`src/rtl/spi_lite_seq.sv`:
```
// spi_lite_seq: AXI4-Lite master that initialises a spi_lite core, then runs one byte transfer per request.
// Latency: each bus op takes 4 cycles on a zero-wait slave, so accept -> rsp_valid_o is 13 cycles with an immediate interrupt.
// Backpressure: req_ready_o only in IDLE; the response is held until rsp_ready_i; AXI valids are held until their ready.
// Ports: clk_i/rst_ni; client req_* / rsp_*; init_done_o, busy_o status; m_aw*/m_w*/m_b*/m_ar*/m_r* AXI-Lite
// master toward spi_lite cfg; spi_intr_i is the spi_lite level interrupt.
module spi_lite_seq #(
   parameter logic [31:0] BASE_ADDR = 32'h0000_0000,
   parameter logic [31:0] CR_VALUE  = 32'h0000_00C6,
   parameter int          TMO_W     = 16,
   parameter int          TMO_CYC   = 4096
) (
   input  logic        clk_i,
   input  logic        rst_ni,
   input  logic        req_valid_i,
   input  logic [7:0]  req_data_i,
   output logic        req_ready_o,
   output logic        rsp_valid_o,
   input  logic        rsp_ready_i,
   output logic [7:0]  rsp_data_o,
   output logic        rsp_err_o,
   output logic        init_done_o,
   output logic        busy_o,
   output logic        m_awvalid_o,
   output logic [31:0] m_awaddr_o,
   input  logic        m_awready_i,
   output logic        m_wvalid_o,
   output logic [31:0] m_wdata_o,
   output logic [3:0]  m_wstrb_o,
   input  logic        m_wready_i,
   input  logic        m_bvalid_i,
   input  logic [1:0]  m_bresp_i,
   output logic        m_bready_o,
   output logic        m_arvalid_o,
   output logic [31:0] m_araddr_o,
   input  logic        m_arready_i,
   input  logic        m_rvalid_i,
   input  logic [31:0] m_rdata_i,
   input  logic [1:0]  m_rresp_i,
   output logic        m_rready_o,
   input  logic        spi_intr_i
);

   localparam logic [3:0] INIT_GIE = 4'd0;
   localparam logic [3:0] INIT_IER = 4'd1;
   localparam logic [3:0] INIT_CR  = 4'd2;
   localparam logic [3:0] IDLE     = 4'd3;
   localparam logic [3:0] TX_DTR   = 4'd4;
   localparam logic [3:0] WAIT_IRQ = 4'd5;
   localparam logic [3:0] CLR_ISR  = 4'd6;
   localparam logic [3:0] RD_DRR   = 4'd7;
   localparam logic [3:0] RESP     = 4'd8;

   localparam logic [31:0] OFS_DGIER = 32'h1C;
   localparam logic [31:0] OFS_IPISR = 32'h20;
   localparam logic [31:0] OFS_IPIER = 32'h28;
   localparam logic [31:0] OFS_SPICR = 32'h60;
   localparam logic [31:0] OFS_DTR   = 32'h68;
   localparam logic [31:0] OFS_DRR   = 32'h6C;

   localparam logic [TMO_W-1:0] TMO_LAST = TMO_W'(TMO_CYC - 1);

   logic [3:0]       state, state_d;
   logic             op_act;      // bus op of the current state has been launched
   logic             op_fin;      // B or R handshake done; state advances this cycle
   logic [7:0]       tx_byte;
   logic [7:0]       rd_byte;
   logic             err;
   logic [TMO_W-1:0] tmo_cnt;

   logic             op_is_wr, op_is_rd, launch, in_xfer;
   logic [31:0]      op_addr, op_data;
   logic             aw_left, w_left, tmo_hit;
   logic             unused_rdata;

   assign unused_rdata = ^m_rdata_i[31:8];

   // Which bus op the current state performs, and with what address/data.
   always_comb begin
      op_is_wr = 1'b0;
      op_is_rd = 1'b0;
      op_addr  = '0;
      op_data  = '0;
      case (state)
         INIT_GIE: begin op_is_wr = 1'b1; op_addr = BASE_ADDR + OFS_DGIER; op_data = 32'h8000_0000; end
         INIT_IER: begin op_is_wr = 1'b1; op_addr = BASE_ADDR + OFS_IPIER; op_data = 32'h0000_0004; end
         INIT_CR:  begin op_is_wr = 1'b1; op_addr = BASE_ADDR + OFS_SPICR; op_data = CR_VALUE;      end
         TX_DTR:   begin op_is_wr = 1'b1; op_addr = BASE_ADDR + OFS_DTR;   op_data = {24'h0, tx_byte}; end
         CLR_ISR:  begin op_is_wr = 1'b1; op_addr = BASE_ADDR + OFS_IPISR; op_data = 32'h0000_0004; end
         RD_DRR:   begin op_is_rd = 1'b1; op_addr = BASE_ADDR + OFS_DRR; end
         default:  ;
      endcase
   end

   assign launch  = (op_is_wr || op_is_rd) && !op_act;
   assign in_xfer = (state == TX_DTR) || (state == CLR_ISR);
   // Channels still waiting for their ready after this edge.
   assign aw_left = m_awvalid_o && !m_awready_i;
   assign w_left  = m_wvalid_o && !m_wready_i;
   assign tmo_hit = (tmo_cnt == TMO_LAST);

   always_comb begin
      state_d = state;
      case (state)
         INIT_GIE: if (op_fin) state_d = INIT_IER;
         INIT_IER: if (op_fin) state_d = INIT_CR;
         INIT_CR:  if (op_fin) state_d = IDLE;
         IDLE:     if (req_valid_i) state_d = TX_DTR;
         TX_DTR:   if (op_fin) state_d = WAIT_IRQ;
         WAIT_IRQ: begin
            if (spi_intr_i)   state_d = CLR_ISR;
            else if (tmo_hit) state_d = RESP;
         end
         CLR_ISR:  if (op_fin) state_d = RD_DRR;
         RD_DRR:   if (op_fin) state_d = RESP;
         RESP:     if (rsp_ready_i) state_d = IDLE;
         default:  state_d = IDLE;
      endcase
   end

   always_ff @(posedge clk_i or negedge rst_ni) begin
      if (!rst_ni) begin
         state       <= INIT_GIE;
         busy_o      <= 1'b0;
         op_act      <= 1'b0;
         op_fin      <= 1'b0;
         m_awvalid_o <= 1'b0;
         m_awaddr_o  <= '0;
         m_wvalid_o  <= 1'b0;
         m_wdata_o   <= '0;
         m_wstrb_o   <= '0;
         m_bready_o  <= 1'b0;
         m_arvalid_o <= 1'b0;
         m_araddr_o  <= '0;
         m_rready_o  <= 1'b0;
         tx_byte     <= '0;
         rd_byte     <= '0;
         err         <= 1'b0;
         init_done_o <= 1'b0;
         tmo_cnt     <= '0;
      end else begin
         state  <= state_d;
         busy_o <= (state_d != IDLE);

         if (launch) begin
            op_act <= 1'b1;
            if (op_is_wr) begin
               m_awvalid_o <= 1'b1;
               m_wvalid_o  <= 1'b1;
               m_awaddr_o  <= op_addr;
               m_wdata_o   <= op_data;
               m_wstrb_o   <= 4'hF;
            end else begin
               m_arvalid_o <= 1'b1;
               m_araddr_o  <= op_addr;
            end
         end

         if (m_awvalid_o && m_awready_i) m_awvalid_o <= 1'b0;
         if (m_wvalid_o && m_wready_i)   m_wvalid_o  <= 1'b0;

         // Raise bready only once both AW and W have completed.
         if (op_act && op_is_wr && !aw_left && !w_left && !m_bready_o && !op_fin)
            m_bready_o <= 1'b1;

         if (m_bready_o && m_bvalid_i) begin
            m_bready_o <= 1'b0;
            op_fin     <= 1'b1;
            if (in_xfer && (m_bresp_i != 2'b00)) err <= 1'b1;
            if (state == INIT_CR) init_done_o <= 1'b1;
         end

         if (m_arvalid_o && m_arready_i) begin
            m_arvalid_o <= 1'b0;
            m_rready_o  <= 1'b1;
         end

         if (m_rready_o && m_rvalid_i) begin
            m_rready_o <= 1'b0;
            op_fin     <= 1'b1;
            rd_byte    <= m_rdata_i[7:0];
            if (m_rresp_i != 2'b00) err <= 1'b1;
         end

         if (op_fin) begin
            op_act <= 1'b0;
            op_fin <= 1'b0;
         end

         if ((state == IDLE) && req_valid_i) begin
            tx_byte <= req_data_i;
            rd_byte <= '0;
         end

         if (state == WAIT_IRQ) begin
            tmo_cnt <= tmo_cnt + TMO_W'(1);
            if (!spi_intr_i && tmo_hit) begin
               err     <= 1'b1;
               rd_byte <= '0;
            end
         end
         if ((state_d == WAIT_IRQ) && (state != WAIT_IRQ)) tmo_cnt <= '0;

         if ((state == RESP) && rsp_ready_i) err <= 1'b0;
      end
   end

   assign req_ready_o = (state == IDLE);
   assign rsp_valid_o = (state == RESP);
   assign rsp_data_o  = rd_byte;
   assign rsp_err_o   = err;

endmodule

```
`config.mk`:
```
export PLATFORM = sky130hd
export DESIGN_NAME = spi_lite_seq
export DESIGN_NICKNAME = d
export VERILOG_FILES = /design/src/rtl/spi_lite_seq.sv
export SDC_FILE = /design/constraint.sdc
export NUM_CORES = 1
export LEC_CHECK = 0
export CORE_ASPECT_RATIO = 1.4
export CORE_MARGIN = 2
export CORE_UTILIZATION = 55
export DETAILED_ROUTE_END_ITERATION = 8
export DONT_BUFFER_PORTS = 1
export PLACE_DENSITY = 0.74
export RECOVER_POWER = 100
export SLEW_MARGIN = 0
export SYNTH_ARGS = -nofsm -noshare
export SYNTH_HDL_FRONTEND = slang
export SYNTH_SLANG_ARGS = --single-unit
```
`constraint.sdc`:
```
create_clock -name clk_i -period 2.2 [get_ports clk_i]
set_clock_uncertainty 0.2 [all_clocks]
set_input_delay 0 -clock clk_i [delete_from_list [all_inputs] [get_ports clk_i]]
set_output_delay 0 -clock clk_i [all_outputs]
set_load 0.01 [all_outputs]
```
==> results of run 1 <==
## power breakdown
group / total [uW] / switching (uW) / leakage (uW) / internal, uW
registers: 2060 / 465 / 0.000825 / 1600
clock network: 1270 / 504 / 0.000124 / 764
logic: 1300 / 702 / 0.000908 / 596
## logic make-up (layout without fill, tap and decap cells)
logic type      count (synthesis)  in the layout  synth area share
other cells                     1             77           0.00105
mux                            17             17            0.0505
simple gates                  112            112             0.165
xor+xnor                        3              3           0.00737
compound gates                 66             66             0.118
buf+inv                       104             75             0.198
fa+ha+maj                       1              1           0.00351
flops                          65             65             0.456
## synthesized netlist by cell type (all sizes together) (3+ instances only)
master	number
or4	4
clkbuf	9
mux2	8
a21oi	18
mux2i	9
nand3	8
buf	88
o211ai	4
inv	7
nand4	6
nor2	13
nor3	5
xor2	3
o21ai	21
or2	4
a22oi	3
dfrtp	65
nand2	47
nand2b	7
o31ai	4
## metal layers
layer,vias to the layer above,GRT usage,part of all wire
li1,1204,-,-
met1,1231,0.249,0.38
met2,124,0.344,0.52
met3,18,0.0659,0.074
met4,0,0.0784,0.026
met5,-,0,0
## sequential cells by signal (all words and copies together), names as in the netlist, 4 cells and up
signal and count:
tx_byte 8, m_araddr_o 5, m_awaddr_o 5, m_wdata_o 8, rsp_data_o 8, tmo_cnt 16
state 4
## metrics by stage
step                      hold WS (ns)  power [uW]
after floorplan                 -0.496        3030
after detailed placement        -0.495        3310
after global placement          -0.494        3250
final                           0.0989        4630
after global routing             0.136        4960
after CTS                       0.0868        4680
## worst paths after layout
kind	start	to	cells past startpoint
max	state[3]	m_bready_o	5
max reg2reg	state[3]	m_bready_o	5
min in group asynchronous	rst_ni	m_awaddr_o[4]	3
max in group asynchronous	rst_ni	state[2]	3
min	m_arready_i	m_arvalid_o	2
min reg2reg	tmo_cnt[15]	tmo_cnt[15]	1
## repair_timing
action,4_1_cts,5_1_grt
hold buffers,33,0
pin swaps,0,2
setup endpoints to repair,10,19
gates cloned,0,0
buffers inserted,0,0
hold endpoints to repair,94,0
resized for setup,1,2
## critical path, delay by kind of cell, from the launching register on
| family | cells | cell delay, ns |
|---|---|---|
| buffers and inverters | 2 | 0.79 |
| AND/OR/NAND/NOR | 2 | 0.43 |
| multiplexers | 1 | 0.13 |
| flip-flops | 1 | 0.47 |
## area by class of cell
class | instances | area, um2
multi-input combinational | 276 | 1520
timing repair buffer | 52 | 457
sequential | 65 | 1630
clock inverter | 7 | 125
fill | 524 | 2290
clock buffer | 9 | 124
inverter | 7 | 26.3
tap | 72 | 90.1
==> metrics.md, run 1 <==
| Metric | Value |
|---|---|
| H-tree levels | `3` |
| Post-route insts no fill | `~490` |
| Status | `finished clean` |
| Final setup vio count | `0` |
| Largest stage delay, worst path | `0.55 ns` |
| Slew @ Worst Pin | `between 0.8 and 0.9 ns` |
| Final ANT Viol Nets | `0` |
| Pin count of the biggest net entering global routing | `66` |
| GRT overflow | `0` |
| Die span in y | `~99 um` |
| CTS Root Cell | `clkbuf_8` |
| WL/cell | `approximately 14 um` |
| Clock transition at the registers of the reported paths | `approximately 0.08 ns` |
| Initial Util | `0.570` |
| Post-route setup slack | `0.117 ns` |
| Final worst path period share | `0.947` |
| Area Growth Syn to Fin | `11.3%` |
| RSZ-0062 raised after global routing | `false` |
| Final min period | `~2.1 ns` |
| Yosys reg bits | `between 60 and 70` |
| Worst path arrival time | `between 2 and 2.5 ns` |
| TritonRoute pass-1 iters | `4` |
| Vias in the first global route | `between 2000 and 2500` |
| Crit Path Max Fanout | `9` |
| Max-Slew Margin vs Limit | `0.411` |
| Num rows | `34` |
| CTS tree | `built` |
| Netlist cell types | `54` |
| CP cell instances | `clkbuf_1, nor3b_1, nand4_1, mux2i_1, dlygate4sd3_1` |
| Pwr Density | `1170 mW/mm2` |
| Global-route wire length before repair | `between 10000 and 15000 um` |
| Critical Path RT | `2.28 ns` |
| Clock buffer depth | `2` |
| Dominant cell type by area after synthesis | `dfrtp_1` |
| Synth Cell Area | `roughly 0.0036 mm2` |
| Maxcap violations | `0` |
| Share of synthesized flip-flops with an asynchronous set or reset | `1.00` |
| Clk Latency, worst-skew pair | `roughly 0.34 ns` |
| Endpoint kind of the worst setup timing path | `flip-flop` |
| Reg-to-reg setup timing slack | `0.12 ns` |
| Commonest non-fill, non-tap cell in the layout | `conb_1` |
| Crit Path Class | `flip-flop to flip-flop` |
| Lkg Pwr | `0.00186 uW` |
| Total Die Area | `0.00715 mm2` |
| Achievable Freq | `480 MHz` |
| DP HPWL | `4880 um` |
| Hold WC Path Type | `input port to flip-flop` |
| Register area share after synthesis | `0.456` |
| Die width | `about 72 um` |
| Total GRT Usage | `0.207` |
| Post-DR vias/cell | `roughly 5.3` |
| Initial antenna violation count | `0` |
| DRC Markers | `0` |
| Startpoint types | `flip-flop` |
| Total Wirelength | `6990 um` |
| Placed cell areas | `0.00340 mm2` |
| Post-synth EDFFs | `0` |
| Avg Inst Size Synth | `9.66 um2` |
| Peak supply drop | `roughly 0.0006 V` |
| Utilization after layout | `0.634` |
| Post-Place Setup Slack | `-0.0608 ns` |
| CTS buffer count | `9` |
| # diodes | `0` |
| Hold Fails Final Rpt | `0` |
| Final net count | `around 470` |
| Clock sinks | `65` |
| Setup_tns | `0 ns` |
| Area contributors post-synth | `dfrtp_1, buf_4, nand2_1` |
| Layout cells sized above 1 | `0.127` |
| Final Cell Area | `between 0.003 and 0.004 mm2` |
| Most frequent cells in the layout | `conb_1, dfrtp_1, nand2_1` |
| Placed cells | `between 400 and 500` |
| Core area | `between 0.006 and 0.007 mm2` |
| Total number of vias | `~2600` |
| RePlAce Congestion | `between 0.8 and 0.9` |
| Port bufs | `0` |
| Initial DRC Count | `about 160` |
| Cells after Synth | `around 370` |
| Ports | `~170` |
| Syn. warnings | `0` |
| Crit-path slowest cell | `dlygate4sd3_1` |
| Main flop type after synthesis | `dfrtp_1` |
| Max-slew violation count | `0` |
| Share of the synthesized area in the top cell type | `0.456` |
No activity file was read; power rests on OpenSTA's default activity.
==> run 2, diff against run 1 <==
--- a/config.mk
+++ b/config.mk
@@ -5,7 +5,8 @@
 export SDC_FILE = /design/constraint.sdc
 export NUM_CORES = 1
 export LEC_CHECK = 0
-export CORE_ASPECT_RATIO = 1.4
+export CAP_MARGIN = 20
+export CORE_ASPECT_RATIO = 0.7
 export CORE_MARGIN = 2
 export CORE_UTILIZATION = 55
 export DETAILED_ROUTE_END_ITERATION = 8
==> metrics.md, run 2 (same netlist as run 1, synthesis figures left out) <==
| Metric | Value |
|---|---|
| GRT overflow | `0` |
| Ports | `around 170` |
| Post-route setup slack | `-0.0132 ns` |
| Max-slew violation count | `0` |
| Most frequent cells in the layout | `conb_1, dfrtp_1, nand2_1` |
| Clock sinks | `65` |
| Initial DRC Count | `96` |
| Slew @ Worst Pin | `0.857 ns` |
| Layout cells sized above 1 | `0.118` |
| Initial Util | `0.571` |
| Global-route wire length before repair | `about 11000 um` |
| Clock share of power | `0.205` |
| Maxcap violations | `0` |
| Die span in y | `71.4 um` |
| Clock transition at the registers of the reported paths | `0.07 ns` |
| CTS tree | `built` |
| Internal | `2630 uW` |
| CTS Root Cell | `clkbuf_8` |
| Num rows | `24` |
| Die width | `about 100 um` |
| Final ANT Viol Nets | `0` |
| DP HPWL | `5120 um` |
| H-tree levels | `3` |
| Core area | `between 0.006 and 0.007 mm2` |
| Startpoint types | `flip-flop` |
| Endpoint kind of the worst setup timing path | `flip-flop` |
| Tot Pwr | `4270 uW` |
| Final worst path period share | `1.01` |
| Vias in the first global route | `~2300` |
| Pin count of the biggest net entering global routing | `66` |
| Max reg flops | `16` |
| DRC Markers | `0` |
| TritonRoute pass-1 iters | `4` |
| Critical Path RT | `approximately 2.2 ns` |
| Post-DR vias/cell | `5.20` |
| Clk Latency, worst-skew pair | `~0.34 ns` |
| Port bufs | `0` |
| Worst path arrival time | `~2.2 ns` |
| Peak supply drop | `a little over 0.0006 V` |
| Area Growth Syn to Fin | `9.23%` |
| Sw power | `between 1500 and 2000 uW` |
| Sequential Power Share | `0.476` |
| Reg-to-reg setup timing slack | `-0.01 ns` |
| Hold Fails Final Rpt | `0` |
| Total Wirelength | `7330 um` |
| Final min period | `2.21 ns` |
| RSZ-0062 raised after global routing | `true` |
| Max-Slew Margin vs Limit | `0.429` |
| RePlAce Congestion | `roughly 0.84` |
| Final setup vio count | `6` |
| Crit Path Max Fanout | `8` |
| Total Die Area | `0.00715 mm2` |
| Status | `finished with violations` |
| Post-Place Setup Slack | `-0.00876 ns` |
| Utilization after layout | `0.623` |
| Pwr Density | `roughly 1100 mW/mm2` |
| Total number of vias | `2558` |
| Biggest register | `tmo_cnt` |
| Post-route insts no fill | `492` |
| WL/cell | `between 10 and 15 um` |
| Hold WC Path Type | `input port to flip-flop` |
| Commonest non-fill, non-tap cell in the layout | `conb_1` |
| Failing checks | `negative setup slack` |
| Clock buffer depth | `2` |
| Placed cells | `445` |
| Crit Path Class | `flip-flop to flip-flop` |
| Initial antenna violation count | `0` |
| Switching share of total power | `0.384` |
| # diodes | `0` |
| Combinational share of power | `0.319` |
| Lkg Pwr | `~0.0018 uW` |
| Final net count | `466` |
| CTS buffer count | `9` |
| Total GRT Usage | `0.210` |
| Achievable Freq | `between 400 and 500 MHz` |
run 2: changes by cell type in the layout (fill, tap and decap cells not counted), sizes merged:
cell      before  now
buf           14   12
bufinv         3    0
clkbuf        15   19
clkinvlp       0    1
inv            9    7
run 2: what timing repair did:
item / in CTS / in global routing
pin swaps: 1 / 2
gates resized for setup: 0 / 6
hold buffers: 33 / 0
endpoints found under the hold margin: 94 / 0
setup endpoints to repair: 5 / 14
buffers inserted: 0 / 0
run 2: final timing paths:
path,from,end,cells after the start
worst max-delay path,tmo_cnt[13],rsp_data_o[2],5
worst min-delay path,m_arready_i,m_arvalid_o,2
worst max register to register,tmo_cnt[13],rsp_data_o[2],5
worst min register to register,tmo_cnt[15],tmo_cnt[15],1
max in group asynchronous,rst_ni,m_arvalid_o,3
min in group asynchronous,rst_ni,m_wdata_o[1],3
run 2: through the flow:
stage / instance area, um2 / hold WS [ns] / setup TNS, ns
after floorplan: 3850 / -0.496 / 0
after global placement: 3410 / -0.495 / -0.0148
after detailed placement: 3410 / -0.495 / -0.0381
after CTS: 3930 / 0.0973 / 0
after global routing: 3890 / 0.115 / -0.803
final: 3890 / 0.108 / -0.0308
run 2: layout make-up:
type	instances	area (um2)
Fill cell	537	2350
Sequential cell	65	1630
Multi-Input combinational cell	276	1520
Timing Repair Buffer	52	452
Clock buffer	11	151
Tap cell	78	97.6
Inverter	7	26.3
Clock inverter	3	17.5
run 2: critical path, cell delays in order, from the launching register on:
cell and delay [ns]:
dfrtp_1 0.40, or4_1 0.51, or4_4 0.49, buf_6 0.15, o21ai_4 0.27, a21oi_1 0.08
run 2: power by group through the flow:
stage          clock network (uW)  registers (uW)  logic (uW)
6_report                      875            2040        1360
5_1_grt                       957            2080        1540
4_1_cts                       899            2040        1380
3_5_place_dp                    0            2050        1280
3_3_place_gp                    0            2030        1230
2_1_floorplan                   0            1940        1090
run 2: layer usage:
metal	track usage	vias up	wire length, um
met1	0.291	1256	3380
met3	0.0517	4	414
met2	0.318	105	3470
met5	0	-	0
li1	-	1193	-
met4	0.0868	0	70
==> run 3, diff against run 2 <==
--- a/config.mk
+++ b/config.mk
@@ -11,7 +11,8 @@
 export CORE_UTILIZATION = 55
 export DETAILED_ROUTE_END_ITERATION = 8
 export DONT_BUFFER_PORTS = 1
-export PLACE_DENSITY = 0.74
+export GPL_TIMING_DRIVEN = 0
+export PLACE_DENSITY = 0.82
 export RECOVER_POWER = 100
 export SLEW_MARGIN = 0
 export SYNTH_ARGS = -nofsm -noshare
==> metrics.md, run 3 (same netlist as run 1, synthesis figures left out) <==
| Metric | Value |
|---|---|
| Post-DR vias/cell | `between 5 and 6` |
| Core area | `0.00625 mm2` |
| Most frequent cells in the layout | `buf_4, conb_1, dfrtp_1` |
| Die width | `100 um` |
| Peak supply drop | `0.000650 V` |
| Final worst path period share | `0.971` |
| Global-route wire length before repair | `approximately 13000 um` |
| Worst path arrival time | `around 2.2 ns` |
| Clock buffer depth | `2` |
| Crit Path Max Fanout | `10` |
| Area Growth Syn to Fin | `27.4%` |
| Crit Path Class | `flip-flop to flip-flop` |
| Post-Place Setup Slack | `-0.274 ns` |
| Biggest register | `tmo_cnt` |
| Worst hold stages | `2` |
| Pin count of the biggest net entering global routing | `between 60 and 70` |
| Final setup vio count | `0` |
| Placed cell areas | `roughly 0.0039 mm2` |
| Final Cell Area | `between 0.004 and 0.005 mm2` |
| Total Wirelength | `a little over 8000 um` |
| Lkg Pwr | `approximately 0.0022 uW` |
| Initial DRC Count | `179` |
| RePlAce Congestion | `about 0.9` |
| Clock transition at the registers of the reported paths | `around 0.08 ns` |
| Total number of vias | `2900` |
| Hold WC Path Type | `input port to flip-flop` |
| Slew @ Worst Pin | `roughly 0.85 ns` |
| Die span in y | `between 70 and 80 um` |
| Initial antenna violation count | `0` |
| Maxcap violations | `0` |
| WHS | `~0.11 ns` |
| Placed cells | `roughly 520` |
| CTS buffer count | `9` |
| Hold Fails Final Rpt | `0` |
| TritonRoute pass-1 iters | `5` |
| Clock sinks | `65` |
| # diodes | `0` |
| Max-slew violation count | `0` |
| Vias in the first global route | `2631` |
| Final min period | `between 2 and 2.5 ns` |
| Clk Latency, worst-skew pair | `between 0.3 and 0.4 ns` |
| Post-route insts no fill | `about 570` |
| Final ANT Viol Nets | `0` |
| Max reg flops | `16` |
| Endpoint kind of the worst setup timing path | `flip-flop` |
| CTS Root Cell | `clkbuf_8` |
| Total Die Area | `a little over 0.007 mm2` |
| H-tree levels | `3` |
| Post-route setup slack | `between 0.06 and 0.07 ns` |
| DP HPWL | `between 5000 and 6000 um` |
| Commonest non-fill, non-tap cell in the layout | `buf_4` |
| Num rows | `24` |
| Port bufs | `0` |
| Final net count | `approximately 540` |
| Initial Util | `0.571` |
| Ports | `~170` |
| WL/cell | `roughly 14 um` |
| CTS tree | `built` |
| Total GRT Usage | `0.230` |
| Achievable Freq | `468 MHz` |
| Startpoint types | `flip-flop` |
| DRC Markers | `0` |
| Pwr Density | `1040 mW/mm2` |
| Critical Path RT | `roughly 2.3 ns` |
| Status | `finished clean` |
| Max-Slew Margin vs Limit | `0.432` |
| Layout cells sized above 1 | `0.249` |
| GRT overflow | `0` |
| R2R depth | `6` |
| Tot Pwr | `between 4000 and 5000 uW` |
## run 3: cell types whose count changed in the layout (fill, tap and decap cells not counted), moves of 2 or more
cell,previous run,this run
bufinv_16,0,2
buf_1,0,3
buf_4,11,80
buf_2,0,2
nor4b_1,2,0
clkbuf_2,3,1
clkbuf_1,4,10
## run 3: report_power, final
group	switching (uW)	internal [uW]	total (uW)
registers	445	1600	2040
logic	877	672	1550
clock network	476	672	1150
## run 3: layout make-up
| type | count | area [um2] |
|---|---|---|
| fill | 465 | 1710 |
| sequential | 65 | 1630 |
| multi-input combinational | 276 | 1560 |
| buffer | 95 | 657 |
| timing repair buffer | 35 | 343 |
| clock buffer | 10 | 138 |
| tap | 78 | 97.6 |
| clock inverter | 6 | 90.1 |
| inverter | 7 | 26.3 |
## run 3: path summary, 6_finish.rpt
kind	start	to	slack, ns
max in group asynchronous	rst_ni	tmo_cnt[11]	0.59
min	m_arready_i	m_arvalid_o	0.11
max	state[2]	state[1]	0.06
min reg2reg	tmo_cnt[15]	tmo_cnt[15]	0.28
max reg2reg	state[2]	state[1]	0.06
min in group asynchronous	rst_ni	tx_byte[3]	0.67
## run 3: repair_timing
item                                    in CTS  in global routing
gates resized for setup                      3                 14
hold buffers                                33                  0
endpoints found under the setup margin      23                 34
setup buffers                                2                  0
hold endpoints to repair                    94                  0
pin swaps                                    3                  0
## run 3: metrics by stage
step	setup TNS [ns]	util
after floorplan	0	-
after global placement	-2.19	0.632
after detailed placement	-2.81	0.632
after CTS	0	0.729
final	0	0.727
after global routing	-0.00762	0.727
## run 3: layer usage
metal	vias up	GRT usage	share of wire
li1	1358	-	-
met5	-	0	0
met3	22	0.0722	0.10
met2	175	0.377	0.48
met4	0	0.0822	0.022
met1	1345	0.289	0.40
## run 3: worst max-delay path, stage by stage, from the launching register on
cell,delay (ns)
dfrtp_1,0.42
buf_2,0.27
buf_1,0.42
o21ai_0,0.19
a22oi_1,0.24
nor2_1,0.08
a31oi_1,0.22
